File: src/rtl/corr_fifo_ctrl.sv
// corr_fifo_ctrl
//   Buffers sparse validated correspondences (idx0, idx1, depth0) from the
//   line-buffer / depth-check stage in a circular FIFO and hands them to the
//   Jacobian/accumulate stage over ready/valid. Tracks frame boundaries,
//   counts accepted and dropped entries per frame, and raises frame-end only
//   once every buffered entry has left the block.
//
// Ports
//   i_clk, i_rst          clock, synchronous active-high reset
//   i_frame_start/end     frame delimiter pulses from upstream
//   i_valid + i_idx*/i_depth0   incoming correspondence (no upstream stall)
//   i_ready               downstream accept
//   o_valid + o_idx*/o_depth0   output entry (1-entry output register)
//   o_frame_start/end     registered frame pulses (end only after drain)
//   o_corr_cnt            entries accepted this frame (saturating)
//   o_overflow            sticky drop flag for this frame
//   o_drop_cnt            entries dropped this frame (saturating at 255)
module corr_fifo_ctrl #(
  parameter int DEPTH  = 64,
  parameter int H_BW   = 10,
  parameter int V_BW   = 9,
  parameter int D_BW   = 16,
  parameter int CNT_BW = 19
) (
  input  logic              i_clk,
  input  logic              i_rst,
  input  logic              i_frame_start,
  input  logic              i_frame_end,
  input  logic              i_valid,
  input  logic [H_BW-1:0]   i_idx0_x,
  input  logic [V_BW-1:0]   i_idx0_y,
  input  logic [H_BW-1:0]   i_idx1_x,
  input  logic [V_BW-1:0]   i_idx1_y,
  input  logic [D_BW-1:0]   i_depth0,
  input  logic              i_ready,
  output logic              o_frame_start,
  output logic              o_frame_end,
  output logic              o_valid,
  output logic [H_BW-1:0]   o_idx0_x,
  output logic [V_BW-1:0]   o_idx0_y,
  output logic [H_BW-1:0]   o_idx1_x,
  output logic [V_BW-1:0]   o_idx1_y,
  output logic [D_BW-1:0]   o_depth0,
  output logic [CNT_BW-1:0] o_corr_cnt,
  output logic              o_overflow,
  output logic [7:0]        o_drop_cnt
);

  localparam int AW    = $clog2(DEPTH);
  localparam int ENT_W = 2 * H_BW + 2 * V_BW + D_BW;
  localparam logic [AW:0] OCC_FULL = (AW + 1)'(DEPTH);

  localparam logic [1:0] ST_IDLE   = 2'd0;
  localparam logic [1:0] ST_ACTIVE = 2'd1;
  localparam logic [1:0] ST_DRAIN  = 2'd2;

  function automatic logic [CNT_BW-1:0] sat_inc_cnt(input logic [CNT_BW-1:0] v);
    return (&v) ? v : v + CNT_BW'(1);
  endfunction

  function automatic logic [7:0] sat_inc_drop(input logic [7:0] v);
    return (&v) ? v : v + 8'd1;
  endfunction

  logic [1:0]       state;
  logic [AW-1:0]    wr_ptr;
  logic [AW-1:0]    rd_ptr;
  logic [AW:0]      occ;
  logic [ENT_W-1:0] mem [DEPTH];
  logic [ENT_W-1:0] ent_p0;
  logic [ENT_W-1:0] ent_p1;
  logic             vld_p1;
  logic             wr_req;
  logic             fifo_full;
  logic             wr_en;
  logic             drop;
  logic             ld_p1;
  logic             start_acc;

  assign ent_p0    = {i_idx0_x, i_idx0_y, i_idx1_x, i_idx1_y, i_depth0};
  assign wr_req    = (state == ST_ACTIVE) && i_valid;
  // Fullness uses the occupancy before this cycle's pop, so a simultaneous
  // pop never makes room for the write arriving in the same cycle.
  assign fifo_full = (occ == OCC_FULL);
  assign wr_en     = wr_req && !fifo_full;
  assign drop      = wr_req && fifo_full;
  // Output register refills whenever it is empty or is being consumed.
  assign ld_p1     = (occ != '0) && (!vld_p1 || i_ready);
  assign start_acc = (state == ST_IDLE) && i_frame_start;

  // ---- stage p0: FIFO storage (contents are never reset) ----
  always_ff @(posedge i_clk) begin
    if (wr_en) begin
      mem[wr_ptr] <= ent_p0;
    end
  end

  always_ff @(posedge i_clk) begin
    if (i_rst) begin
      wr_ptr <= '0;
      rd_ptr <= '0;
      occ    <= '0;
    end else begin
      if (wr_en) begin
        wr_ptr <= wr_ptr + AW'(1);
      end
      if (ld_p1) begin
        rd_ptr <= rd_ptr + AW'(1);
      end
      case ({wr_en, ld_p1})
        2'b10:   occ <= occ + (AW + 1)'(1);
        2'b01:   occ <= occ - (AW + 1)'(1);
        default: occ <= occ;
      endcase
    end
  end

  // ---- stage p1: output register ----
  always_ff @(posedge i_clk) begin
    if (i_rst) begin
      vld_p1 <= 1'b0;
      ent_p1 <= '0;
    end else begin
      if (ld_p1) begin
        vld_p1 <= 1'b1;
        ent_p1 <= mem[rd_ptr];
      end else if (i_ready) begin
        vld_p1 <= 1'b0;
      end
    end
  end

  assign o_valid = vld_p1;
  assign {o_idx0_x, o_idx0_y, o_idx1_x, o_idx1_y, o_depth0} = ent_p1;

  // ---- frame control and per-frame statistics ----
  always_ff @(posedge i_clk) begin
    if (i_rst) begin
      state         <= ST_IDLE;
      o_frame_start <= 1'b0;
      o_frame_end   <= 1'b0;
      o_corr_cnt    <= '0;
      o_overflow    <= 1'b0;
      o_drop_cnt    <= '0;
    end else begin
      o_frame_start <= 1'b0;
      o_frame_end   <= 1'b0;

      if (start_acc) begin
        o_corr_cnt <= '0;
        o_overflow <= 1'b0;
        o_drop_cnt <= '0;
      end else begin
        if (wr_en) begin
          o_corr_cnt <= sat_inc_cnt(o_corr_cnt);
        end
        if (drop) begin
          o_overflow <= 1'b1;
          o_drop_cnt <= sat_inc_drop(o_drop_cnt);
        end
      end

      case (state)
        ST_IDLE: begin
          if (i_frame_start) begin
            state         <= ST_ACTIVE;
            o_frame_start <= 1'b1;
          end
        end
        ST_ACTIVE: begin
          if (i_frame_end) begin
            state <= ST_DRAIN;
          end
        end
        ST_DRAIN: begin
          // Frame end waits until both the FIFO and the output slot are empty.
          if ((occ == '0) && !vld_p1) begin
            o_frame_end <= 1'b1;
            state       <= ST_IDLE;
          end
        end
        default: state <= ST_IDLE;
      endcase
    end
  end

endmodule

File: config.mk
export PLATFORM = sky130hd
export DESIGN_NAME = corr_fifo_ctrl
export DESIGN_NICKNAME = d
export VERILOG_FILES = /design/src/rtl/corr_fifo_ctrl.sv
export SDC_FILE = /design/constraint.sdc
export NUM_CORES = 2
export LEC_CHECK = 0
export CAP_MARGIN = 20
export CORE_MARGIN = 5
export CORE_UTILIZATION = 55
export DETAILED_ROUTE_END_ITERATION = 16
export PLACE_DENSITY = 0.82
export SLEW_MARGIN = 25
export SYNTH_ARGS = -nofsm -noshare
export SYNTH_HDL_FRONTEND = slang
export SYNTH_SLANG_ARGS = --single-unit
export TNS_END_PERCENT = 30
File: constraint.sdc
create_clock -name i_clk -period 6.4 [get_ports i_clk]
set_clock_uncertainty 0.15 [all_clocks]
set_input_delay 0.96 -clock i_clk [delete_from_list [all_inputs] [get_ports i_clk]]
set_output_delay 0.96 -clock i_clk [all_outputs]
set_load 0.02 [all_outputs]
==> results.md <==
- Setup repair bufs after CTS: 0
- Initial antenna violation count: 15
- First-pass GRT wire length: 526 mm
- FP Rows: 182
- WP buf/inv: 2
- Aggregate global routing overflow: 0
- Worst-Skew Late Latency: 0.97 ns
- Final Slew Violations: 0
- FILL cells: 15,300
- DRT Wirelength: 368 mm
- Vias in the first global route: 72,100
- Max FO, Critical Path: 24
- Crit path max-delay family: simple AND/OR/NAND/NOR gates
- Clk slew on worst S/H paths: 0.06 ns
- Reg2reg path depth: 6
- Fmax: 225 MHz
- Number of synthesized flops with an enable pin: 3,456
- GRT Total Usage: 28.5%
- Core ar.: 0.246 sq mm
- Area of placed instances: 0.143 sq mm
- Design Area, Final: 0.154 sq mm
- Hold Path Depth: 2
- Net Sw Frac: 26.6%
- Critical-path top delay cell: nor2_4
- Number of DRC markers in iteration 0: 11,400
- Syn_area_per_cell: 21.8 sq um
- Synth cell types: 61
- Clock power frac: 35.2%
- WL/cell: 36.0 microns
- MaxCap Viol Count: 0
- Register area share after synthesis: 77.6%
- Initial Util: 55.4%
- Int Pwr: 43.0 mW
- Worst Max-Slew Pin Slew: 1.16 ns
- Finished Layout Cells: 10,200
- Clk buf depth: 4
- Die Span X: 508 microns
- I/O pin cnt: 145
- Die ar.: 0.258 sq mm
- Placed Instances: 9,567
- Largest net degree at the start of global routing: 110
- Synth Flop Type: edfxtp_1
- Pwr dens: 380 mW/mm^2
- Resized cells post-CTS: 0
- Vias: 70,200
- Worst setup SP type: flip-flop
- Area Growth Syn to Fin: 13.1%
- Arr. time, crit path: 4.86 ns
- Leakage power: 47.0 nW
- Die Ht: 508 microns
- Hold path startpoint: ent_p1[28]
- Cell Area, Synth: 0.136 sq mm
- Multi-input gate area: 0.0290 sq mm
- Critical path's largest stage delay: 1.10 ns
- Asr flop ratio synth: 0%
- Unrepaired setup endpoints after global routing: no
- DRC errors left: 0
- Layout net count: 6,693
- Peak supply drop: 0.000295 V
- Worst min path class: flip-flop to flip-flop
- Crit end category: flip-flop
- Reg2reg setup slack: 1.95 ns
- CTS tree: yes
- CTS sink cnt: 3,562
- Crit path kind: flip-flop to flip-flop
- FF-to-FF End: mem[45][33]
- Rel. slew slack: 22.8%
- Buffers on Ports: 144
- CTS Hold Bufs: 0
- CTS Buf Count: 359
- Switching Power: 15.6 mW
- Drt first pass iters: 6
- Synthesized netlist net count: 6,313
- H-tree depth: 5
- Reg2reg start: occ[2]
- Mapped Cells: 6,246
- Placer Congestion: 0.876
- YS warnings: 0
- Seq cells post-synth: 3,562
- Antenna Nets Post-Route: 0
- Hold_ws: 0.338 ns
- Setup TNS: 0 ns
- Tcrit/Tclk final: 69.5%
- Final hold viol count: 0
- Logic pwr share: 19.9%
- Vias per cell: 6.87
- Hold endpoint: ent_p1[28]
- Layout cells sized above 1: 24.3%
- Outcome: completed
- Sequential cell area: 0.106 sq mm
- Reg power frac: 44.9%
- Crit-path cells: nor3_1, a21oi_1, buf_4, nand4b_1, nor2_4, buf_4
- WP data required: 6.81 ns
- Root buf cell: clkbuf_16
- Final setup fails: 0
- Crit path top cell by count: buf_4
- Minimum clock period: 4.45 ns
- Post-DP HPWL: 194 mm
[final cells by class]
| cell class | instances | area share, % |
|---|---|---|
| Clock inverter | 173 | 1.14 |
| Sequential cell | 3562 | 68.6 |
| Tap cell | 3312 | 2.68 |
| Clock buffer | 468 | 6.24 |
| Antenna cell | 4 | 0.00649 |
| Multi-Input combinational cell | 2322 | 18.8 |
| Inverter | 3 | 0.00730 |
| Timing Repair Buffer | 378 | 2.49 |
[tightest hold or removal path, stage by stage, from the launching register on]
cell	delay [ns]
dfxtp_1	0.34
a32oi_1	0.07
nand2_1	0.05
[kinds of logic after synthesis]
group,share of synthesized area (%)
adders and majority gates,0.0642
and+or+nand+nor,1.58
xor gates and xnor gates,0.225
buffers and inverters,1.51
DFF,77.6
muxes,16.3
AOI/OAI and AO/OA,2.73
[per-stage QoR]
step,setup WS [ns],utilization [%],power (mW)
floorplan,1.62,-,34.7
global placement,1.38,57.8,37.8
detailed placement,1.41,57.9,38.0
CTS,2.08,62.5,58.6
global route,1.64,62.6,60.3
finish,1.95,62.6,58.6
[Yosys cell counts (7+ instances only)]
library cell | number | area share, %
a2111oi_0 | 9 | 0.058
a211oi_1 | 58 | 0.32
a21oi_1 | 77 | 0.28
a221o_1 | 13 | 0.095
a221oi_1 | 45 | 0.29
a22o_1 | 8 | 0.051
a22oi_1 | 72 | 0.40
a2bb2oi_1 | 11 | 0.071
a31oi_1 | 14 | 0.064
a32oi_1 | 15 | 0.096
and2_1 | 7 | 0.032
and3_1 | 7 | 0.032
buf_1 | 24 | 0.066
buf_2 | 93 | 0.34
buf_4 | 63 | 0.35
buf_6 | 33 | 0.27
clkbuf_1 | 137 | 0.38
dfxtp_1 | 106 | 1.6
edfxtp_1 | 3456 | 76
ha_1 | 7 | 0.064
mux2_2 | 52 | 0.43
mux2i_1 | 464 | 3.4
mux4_2 | 754 | 12
nand2_1 | 162 | 0.45
nand2b_1 | 11 | 0.050
nand3_1 | 50 | 0.18
nand4_1 | 23 | 0.11
nor2_1 | 149 | 0.41
nor2b_1 | 21 | 0.096
nor3_1 | 13 | 0.048
o211ai_1 | 78 | 0.43
o21ai_0 | 77 | 0.28
o22ai_1 | 44 | 0.20
or3_1 | 9 | 0.041
xnor2_1 | 10 | 0.064
xor2_1 | 25 | 0.16
[metal layers]
metal,global-route usage [%],vias to the layer above,routed length [microns]
met5,0,-,73
met2,45.8,6251,180000
met3,7.24,1246,48500
met1,35.8,35700,116000
met4,15.5,10,24000
li1,-,27000,-
[worst max path at each step]
| stage | to | slack, ns | cells after the start | startpoint |
|---|---|---|---|---|
| floorplan | mem[59][0] | 1.62 | 6 | i_valid |
| global placement | mem[14][12] | 1.38 | 7 | i_valid |
| detailed placement | mem[45][17] | 1.41 | 7 | i_valid |
| CTS | occ[6] | 2.08 | 12 | occ[2] |
| global route | occ[6] | 1.64 | 12 | occ[2] |
| finish | mem[45][33] | 1.95 | 6 | occ[2] |
[power by group through the flow]
stage	logic (mW)	registers, mW	clock network (mW)
after CTS	11.6	26.3	20.7
after global placement	11.0	26.7	0
after floorplan	8.11	26.6	0
final	11.7	26.3	20.6
after global routing	12.2	26.3	21.9
after detailed placement	11.3	26.7	0
[sequential cells by signal (all words and copies together), names as in the netlist]
register / cells
state: 2
o_valid: 1
o_frame_end: 1
o_frame_start: 1
o_overflow: 1
o_drop_cnt: 8
ent_p1: 54
mem: 3456
rd_ptr: 6
wr_ptr: 6
occ: 7
o_corr_cnt: 19
[layout by cell type (no fill, tap or decap), types with 77 or more instances in the layout]
cell / n
o21ai_0: 77
clkbuf_1: 88
clkbuf_16: 361
a21oi_1: 77
mux4_2: 754
nand2_1: 161
mux2i_1: 464
nor2_1: 84
o211ai_1: 78
buf_4: 197
dfxtp_1: 101
edfxtp_1: 3456
clkdlybuf4s50_1: 90
(Power assumes the default switching activity.)
